$ cat src/rtl/imem_boot_loader.sv
// Byte-stream boot loader: packs little-endian words into instruction memory and holds the
// core in reset until the whole image is written (or forever, if the header is rejected).
module imem_boot_loader #(
   parameter int MEM_WORDS = 256,
   parameter int ADDR_W    = 32
) (
   input  logic              clk,
   input  logic              rst,
   input  logic [7:0]        in_data,
   input  logic              in_valid,
   output logic              in_ready,
   output logic              imem_we,
   output logic [ADDR_W-1:0] imem_addr,
   output logic [31:0]       imem_wdata,
   output logic              cpu_rst,
   output logic              done,
   output logic              err,
   output logic [15:0]       words_loaded
);

   typedef enum logic [2:0] {
      HDR_LO,
      HDR_HI,
      LOAD,
      FLUSH,
      DONE,
      ERR
   } state_t;

   state_t      state;
   state_t      state_nxt;
   logic [15:0] word_cnt;
   logic [15:0] hdr_n;
   logic [1:0]  byte_idx;
   logic [23:0] asm_buf;
   logic        accept;
   logic        hdr_bad;
   logic        last_word;

   assign accept    = in_valid & in_ready;
   assign hdr_n     = {in_data, word_cnt[7:0]};
   assign hdr_bad   = (hdr_n == 16'd0) || (hdr_n > 16'(MEM_WORDS));
   assign last_word = (words_loaded == word_cnt - 16'd1);

   always_ff @(posedge clk or posedge rst) begin
      if (rst) begin
         state <= HDR_LO;
      end else begin
         state <= state_nxt;
      end
   end

   always_comb begin
      state_nxt = state;
      in_ready  = 1'b0;
      done      = 1'b0;
      err       = 1'b0;
      case (state)
         HDR_LO: begin
            in_ready = 1'b1;
            if (in_valid) state_nxt = HDR_HI;
         end
         HDR_HI: begin
            in_ready = 1'b1;
            if (in_valid) state_nxt = hdr_bad ? ERR : LOAD;
         end
         LOAD: begin
            in_ready = 1'b1;
            if (in_valid && byte_idx == 2'd3 && last_word) state_nxt = FLUSH;
         end
         FLUSH:   state_nxt = DONE;
         DONE:    done = 1'b1;
         ERR:     err = 1'b1;
         default: state_nxt = HDR_LO;
      endcase
      // No byte may be taken while reset is asserted, even though the state reads HDR_LO.
      in_ready = in_ready & ~rst;
   end

   always_ff @(posedge clk or posedge rst) begin
      if (rst) begin
         imem_we      <= 1'b0;
         imem_addr    <= '0;
         imem_wdata   <= '0;
         cpu_rst      <= 1'b1;
         words_loaded <= '0;
         byte_idx     <= '0;
         word_cnt     <= '0;
         asm_buf      <= '0;
      end else begin
         imem_we <= 1'b0;
         // Registered so the core leaves reset one cycle after the final write strobe.
         cpu_rst <= (state_nxt != DONE);
         if (accept) begin
            case (state)
               HDR_LO: word_cnt[7:0]  <= in_data;
               HDR_HI: word_cnt[15:8] <= in_data;
               LOAD: begin
                  byte_idx <= byte_idx + 2'd1;
                  case (byte_idx)
                     2'd0: asm_buf[7:0]   <= in_data;
                     2'd1: asm_buf[15:8]  <= in_data;
                     2'd2: asm_buf[23:16] <= in_data;
                     default: begin
                        imem_wdata   <= {in_data, asm_buf};
                        imem_addr    <= ADDR_W'({words_loaded, 2'b00});
                        imem_we      <= 1'b1;
                        words_loaded <= words_loaded + 16'd1;
                     end
                  endcase
               end
               default: ;
            endcase
         end
      end
   end

endmodule
$ cat config.mk
export PLATFORM = sky130hd
export DESIGN_NAME = imem_boot_loader
export DESIGN_NICKNAME = d
export VERILOG_FILES = /design/src/rtl/imem_boot_loader.sv
export SDC_FILE = /design/constraint.sdc
export NUM_CORES = 1
export LEC_CHECK = 0
export CORE_ASPECT_RATIO = 0.5
export CORE_UTILIZATION = 45
export CTS_CLUSTER_DIAMETER = 80
export CTS_CLUSTER_SIZE = 8
export DETAILED_ROUTE_END_ITERATION = 8
export DONT_BUFFER_PORTS = 1
export GPL_TIMING_DRIVEN = 1
export PLACE_DENSITY_LB_ADDON = 0.05
export SLEW_MARGIN = 25
export SYNTH_ARGS = -nofsm -noshare
export SYNTH_HDL_FRONTEND = slang
export SYNTH_SLANG_ARGS = --single-unit
export TNS_END_PERCENT = 50
$ cat constraint.sdc
create_clock -name clk -period 5 [get_ports clk]
set_input_delay 0.5 -clock clk [delete_from_list [all_inputs] [get_ports clk]]
set_output_delay 0.5 -clock clk [all_outputs]
set_load 0.03 [all_outputs]
Yosys cells after proc, flatten, opt, wreduce, memory -nomap -nowiden

Cells that the tools add are included.

Output and inout bits: 85
Bits of input ports: 11
Register bits after elaboration: 111
Logic and storage cells: 57

Add/sub/neg operators: 3
Bitwise operators: 4
Reduce and logical (&&, ||, !) cells: 16
Muxes and demuxes: 11
Equal/unequal tests: 10
Magnitude comparators: 1

Operators with widths:

| operator                                                                         | number |
|---|---|
| 16-bit by 1-bit adder with 16-bit output, second input constant                  | 1 |
| 16-bit == test                                                                   | 1 |
| 16-bit by 9-bit greater-than comparator with 1-bit output, second input constant | 1 |
| 16-bit zero test                                                                 | 1 |
| 16-bit by 1-bit subtractor with 16-bit output, second input constant             | 1 |
| 3-bit one-hot mux with 5 select lines                                            | 1 |
| 3-bit 2-to-1 mux                                                                 | 4 |
| 3-bit AND reduction                                                              | 4 |
| 3-bit by 2-bit == test with 1-bit output, second input constant                  | 2 |
| 3-bit == test, second input constant                                             | 2 |
| 1-bit 2-to-1 mux                                                                 | 6 |
| 2-bit AND reduction                                                              | 3 |
| 3-bit OR reduction                                                               | 2 |
| 2-bit == test, second input constant                                             | 2 |
| 3-bit by 1-bit == test with 1-bit output, second input constant                  | 1 |
| 3-bit zero test                                                                  | 1 |
| 3-bit inequality test, second input constant                                     | 1 |
| 2-bit by 1-bit adder with 2-bit output, second input constant                    | 1 |
| 1-bit bitwise AND                                                                | 2 |
| 2-bit by 1-bit == test with 1-bit output, second input constant                  | 1 |
| 1-bit logical AND                                                                | 2 |
| 2-bit zero test                                                                  | 1 |
| 1-bit inverter                                                                   | 2 |
| 2-bit OR reduction                                                               | 1 |
| 1-bit logical OR                                                                 | 1 |

Longest topological paths before layout

Depth in word-level cells: 6
Gate-level depth with buffers: 8
Depth with buffers taken out: 8

Least setup slack after synthesis

OpenSTA, ideal clock, no wires.

Path type: register to register
Start: register word_cnt[0]
End: register state[0]
Path buffers: 0
Stages on the path, launching flop included: 9
Setup slack: 2.901 ns
Period minus slack after synthesis: 2.099 ns
Required time: 4.905 ns
Data arrival time: 2.004 ns
Setup time: 0.095 ns
Cells stage by stage: dfrtp_1 -> inv_1 -> ha_1 -> nor3b_1 -> nand3_1 -> or4_1 -> o31ai_1 -> nor2_1 -> o31ai_1

Cells in the longest elaborated chain, start to end: 5
Elaborated cells on any way between the ends: 10
Those cells by class: add/sub: 1; order compare: 1; eq/ne: 1; mux: 4; reduce/logical: 3

Ends and longest elaborated chain:

| what                                                                  | line   | source |
|---|---|---|
| start: declaration                                                    | 32     | `logic [15:0] word_cnt;` |
| start signal: assignment                                              | 96     | `HDR_LO: word_cnt[7:0] <= in_data;` |
| 16-bit by 1-bit subtractor with 16-bit output (tied with other cells) | 43     | `assign last_word = (words_loaded == word_cnt - 16'd1);` |
| 16-bit == test / 1-bit logical OR (equally long branches)             | 43, 42 |  |
| 1-bit logical AND / 3-bit 2-to-1 mux (equally long branches)          | 69, 65 |  |
| 3-bit 2-to-1 mux (on tied branches)                                   | 69, 65 |  |
| 3-bit one-hot mux with 5 select lines (*)                             | 58     | `case (state)` |
| via state_nxt[0]                                                      | 31     | `state_t state_nxt;` |
| end signal: assignment                                                | 49     | `state <= state_nxt;` |
| end: declaration                                                      | 30     | `state_t state;` |

Mark *: on every way through the listed nets, which the timed path passes. The rest lies on a longest branch.
A chain may end at the register's enable or synchronous reset.

Worst setup path after layout

Ends and elaborated chain as after synthesis.

==> out/qor.txt <==
Required time of the worst setup path: 5.25 ns
Largest net degree at the start of global routing: 82
Worst Clk Skew: 0.008302 ns
Post-Route Setup TNS: 0 ns
Post-detail-place hpwl: 7238 um
Final routed DRC violation total: 8
Setup slack on the worst flop-to-flop path: 2.60 ns
Post-synth top area share: 54.17%
Part of the Yosys area used for sequential elements: 54.69%
Routed Antenna Nets: 0
Routed length per instance: 19.48 um
Cell Rows: 26
Max H-tree Level: 3
Critical path cell sequence: inv_1, ha_1, nor3b_1, nand3_1, or4_1, o31ai_1, nor2_1, o31ai_1
Clock buffers created by TritonCTS: 9
Share of cells above drive strength 1: 29.80%
Max-cap viol count: 0
Startpoint kind of the worst setup timing path: flop
Number of buffers inserted by port buffering: 0
Die W: 152.3 um
Post-layout minimum cycle time: 2.399 ns
Number of warnings printed during yosys synthesis: 0
Root buffer cell: sky130_fd_sc_hd__clkbuf_16
Capture point of the worst reg-to-reg path: state[0]
Sum of internal, switching and leakage power: 1717 uW
Highest net fanout along the worst path: 7
Routed WL: 10440 um
Buffer levels on the longest clock path: 2
Synthesized flop and latch total: 111
Worst IR drop on VDD: 0.1622 mV
Iter 0 DRT Violations: 151
Number of global-route vias before repair: 3040
Share of async-settable or async-resettable flops after synthesis: 100.0%
Via density per instance: 5.513
Min-Delay Path Class: input port to asynchronous set/reset pin
CTS sink cnt: 111
Critical Path AT: 2.65 ns
Maximum achievable frequency: 416.8 MHz
Run status: finished, violations left
Number of hold violations in the final report: 0
Power per standard cell area: 312.4 nW/um2
Antenna violations before repair: 0
Depth of the worst register-to-register path: 8
Wire length of the first global-routing pass: 16970 um
Reg2Reg Launch Point: word_cnt[0]
Classification of the worst setup path: flop to flop
GRT Residual Overflow: 0
Length of the first detailed-routing pass in iterations: 6
Total number of vias: 2955
Final weighted congestion in routability-driven placement: 0.7937
Violated checks: design-rule violations
Endpoint class of the critical path: flop
Number of I/O pins: 96
Standby leakage power: 0.002796 uW
Clock network latency to the later pin of the worst-skew pair: 0.36 ns
Setup Viol. Count Final: 0
Number of max-slew violations in the final report: 0
Total track usage: 19.06%
Synthesized instance count: 390
Area of the core region: 10570 um2
Cts repair resizes: 0
Post-Syn Area: 5081 um2
Total Nets Final: 408
Area contributors post-synth: sky130_fd_sc_hd__dfrtp_1 54%, sky130_fd_sc_hd__mux2_2 20%, sky130_fd_sc_hd__xor2_1 3.1%
Library cell appearing most often on the critical path: sky130_fd_sc_hd__o31ai_1
Number of buffers added to fix hold violations after cts: 0
CTS clock-pin slew for the worst setup and hold paths: 0.07 ns
Die footprint: 11750 um2
Number of distinct library cells after synthesis: 45
Cell taking the most area after synthesis: sky130_fd_sc_hd__dfrtp_1
Flip-flop cell with the highest count after synthesis: sky130_fd_sc_hd__dfrtp_1
Rel. slew slack: 35.13%
Relative area change from synthesis to final layout: 8.175%
Top post-synthesis cells by count: 110 x sky130_fd_sc_hd__dfrtp_1, 89 x sky130_fd_sc_hd__mux2_2, 21 x sky130_fd_sc_hd__nand2_1
Mean post-synth cell area: 13.03 um2
Slew at the pin closest to its max-slew limit: 0.9673 ns
Y dimension of the die: 77.14 um
Postcts setup bufs: 0
Slowest cell on crit path: sky130_fd_sc_hd__or4_1
Biggest cell delay along the critical path: 0.51 ns
Tcrit/Tclk final: 47.99%
Unrepaired setup endpoints after global routing: no
Initial cell density of the core: 48.06%
Number of enable-type register cells in the synthesized netlist: 0
Dominant cell by count in the synthesized netlist: sky130_fd_sc_hd__dfrtp_1
Antenna Diode Count: 0
TritonCTS clock tree: yes
Final design utilization: 51.99%
## routing by layer
layer / wire length (um) / global-route usage [%]
met3: 652 / 6.331
met2: 4857 / 30.97
met5: 0 / 0
met1: 4816 / 24.47
met4: 116 / 5.204
## kinds of logic (layout without fill, tap and decap cells)
| kind of cell | count (synthesis) | in the layout | synth area share [%] |
|---|---|---|---|
| flops | 111 | 111 | 54.69 |
| compound gates | 26 | 26 | 3.423 |
| xor+xnor | 36 | 36 | 6.476 |
| simple gates | 87 | 87 | 10.22 |
| fa+ha+maj | 6 | 6 | 1.477 |
| buf+inv | 33 | 24 | 3.718 |
| other cells | 1 | 16 | 0.07380 |
| mux | 90 | 90 | 19.92 |
## cell type report
type | count | area (um2)
fill | 891 | 5076
timing repair buffer | 2 | 15.01
multi-input combinational | 261 | 2170
clock buffer | 9 | 225.2
inverter | 6 | 27.53
tap | 140 | 175.2
clock inverter | 7 | 105.1
sequential | 111 | 2779
## registers in the layout (all words and copies together) (netlist names)
signal / flops
asm_buf: 24
byte_idx: 2
cpu_rst: 1
imem_addr: 16
imem_wdata: 32
imem_we: 1
state: 3
word_cnt: 16
words_loaded: 16
## how the worst max path moves through the flow
stage / start / endpoint / slack, ns / cells past startpoint
after floorplan: rst / asm_buf[0] / 1.57 / 1
after global placement: word_cnt[0] / state[0] / 2.74 / 8
after detailed placement: word_cnt[0] / state[0] / 2.64 / 8
after CTS: word_cnt[0] / state[0] / 2.60 / 8
after global routing: word_cnt[0] / state[0] / 2.38 / 8
final: word_cnt[0] / state[0] / 2.60 / 8
## power breakdown
| group | total, uW | switching (uW) | leakage (uW) | internal, uW |
|---|---|---|---|---|
| logic | 38.2 | 34.0 | 0.00111 | 4.26 |
| clock network | 771 | 361 | 0.000162 | 410 |
| registers | 908 | 8.71 | 0.00152 | 900 |
| total | 1720 | 403 | 0.00280 | 1310 |
## worst max-delay path, delay by kind of cell (launching register included)
family | cells | cell delay (ns)
simple gates | 4 | 1.17
flops | 1 | 0.44
compound gates | 2 | 0.33
fa+ha+maj | 1 | 0.29
buf+inv | 1 | 0.08
## stage by stage
step	setup slack (ns)	instances	hold WS, ns	cell area [um2]
finish	2.601	536	0.1361	5497
detailed placement	2.644	520	0.4878	5164
global route	2.380	536	0.1735	5497
floorplan	1.571	405	0.4737	5137
global placement	2.744	520	0.4829	5164
CTS	2.603	536	0.2761	5494
## layout by cell type, fill, tap and decap left out, types with 2 or more instances in the layout
master                      count
sky130_fd_sc_hd__or3_1          2
sky130_fd_sc_hd__o31ai_1        5
sky130_fd_sc_hd__clkbuf_16      9
sky130_fd_sc_hd__nand2_1       21
sky130_fd_sc_hd__nor2_1        13
sky130_fd_sc_hd__nand3_1        8
sky130_fd_sc_hd__dfrtp_1      110
sky130_fd_sc_hd__xor2_1        18
sky130_fd_sc_hd__nor2b_1        2
sky130_fd_sc_hd__or4_1          2
sky130_fd_sc_hd__o21ai_0        4
sky130_fd_sc_hd__inv_1          5
sky130_fd_sc_hd__nor3_1        10
sky130_fd_sc_hd__buf_4          2
sky130_fd_sc_hd__conb_1        16
sky130_fd_sc_hd__nand2b_1       4
sky130_fd_sc_hd__inv_8          3
sky130_fd_sc_hd__and3_1         4
sky130_fd_sc_hd__a211oi_1       2
sky130_fd_sc_hd__nor4_4         3
sky130_fd_sc_hd__nor4_1         3
sky130_fd_sc_hd__mux2_2        89
sky130_fd_sc_hd__inv_6          2
sky130_fd_sc_hd__xnor2_1       17
sky130_fd_sc_hd__nor3b_1        2
sky130_fd_sc_hd__clkinv_8       2
sky130_fd_sc_hd__nand4_1        4
sky130_fd_sc_hd__and2_1         3
sky130_fd_sc_hd__ha_1           6
sky130_fd_sc_hd__a21oi_1        7
Note: power is estimated with default switching activity, not from simulation.
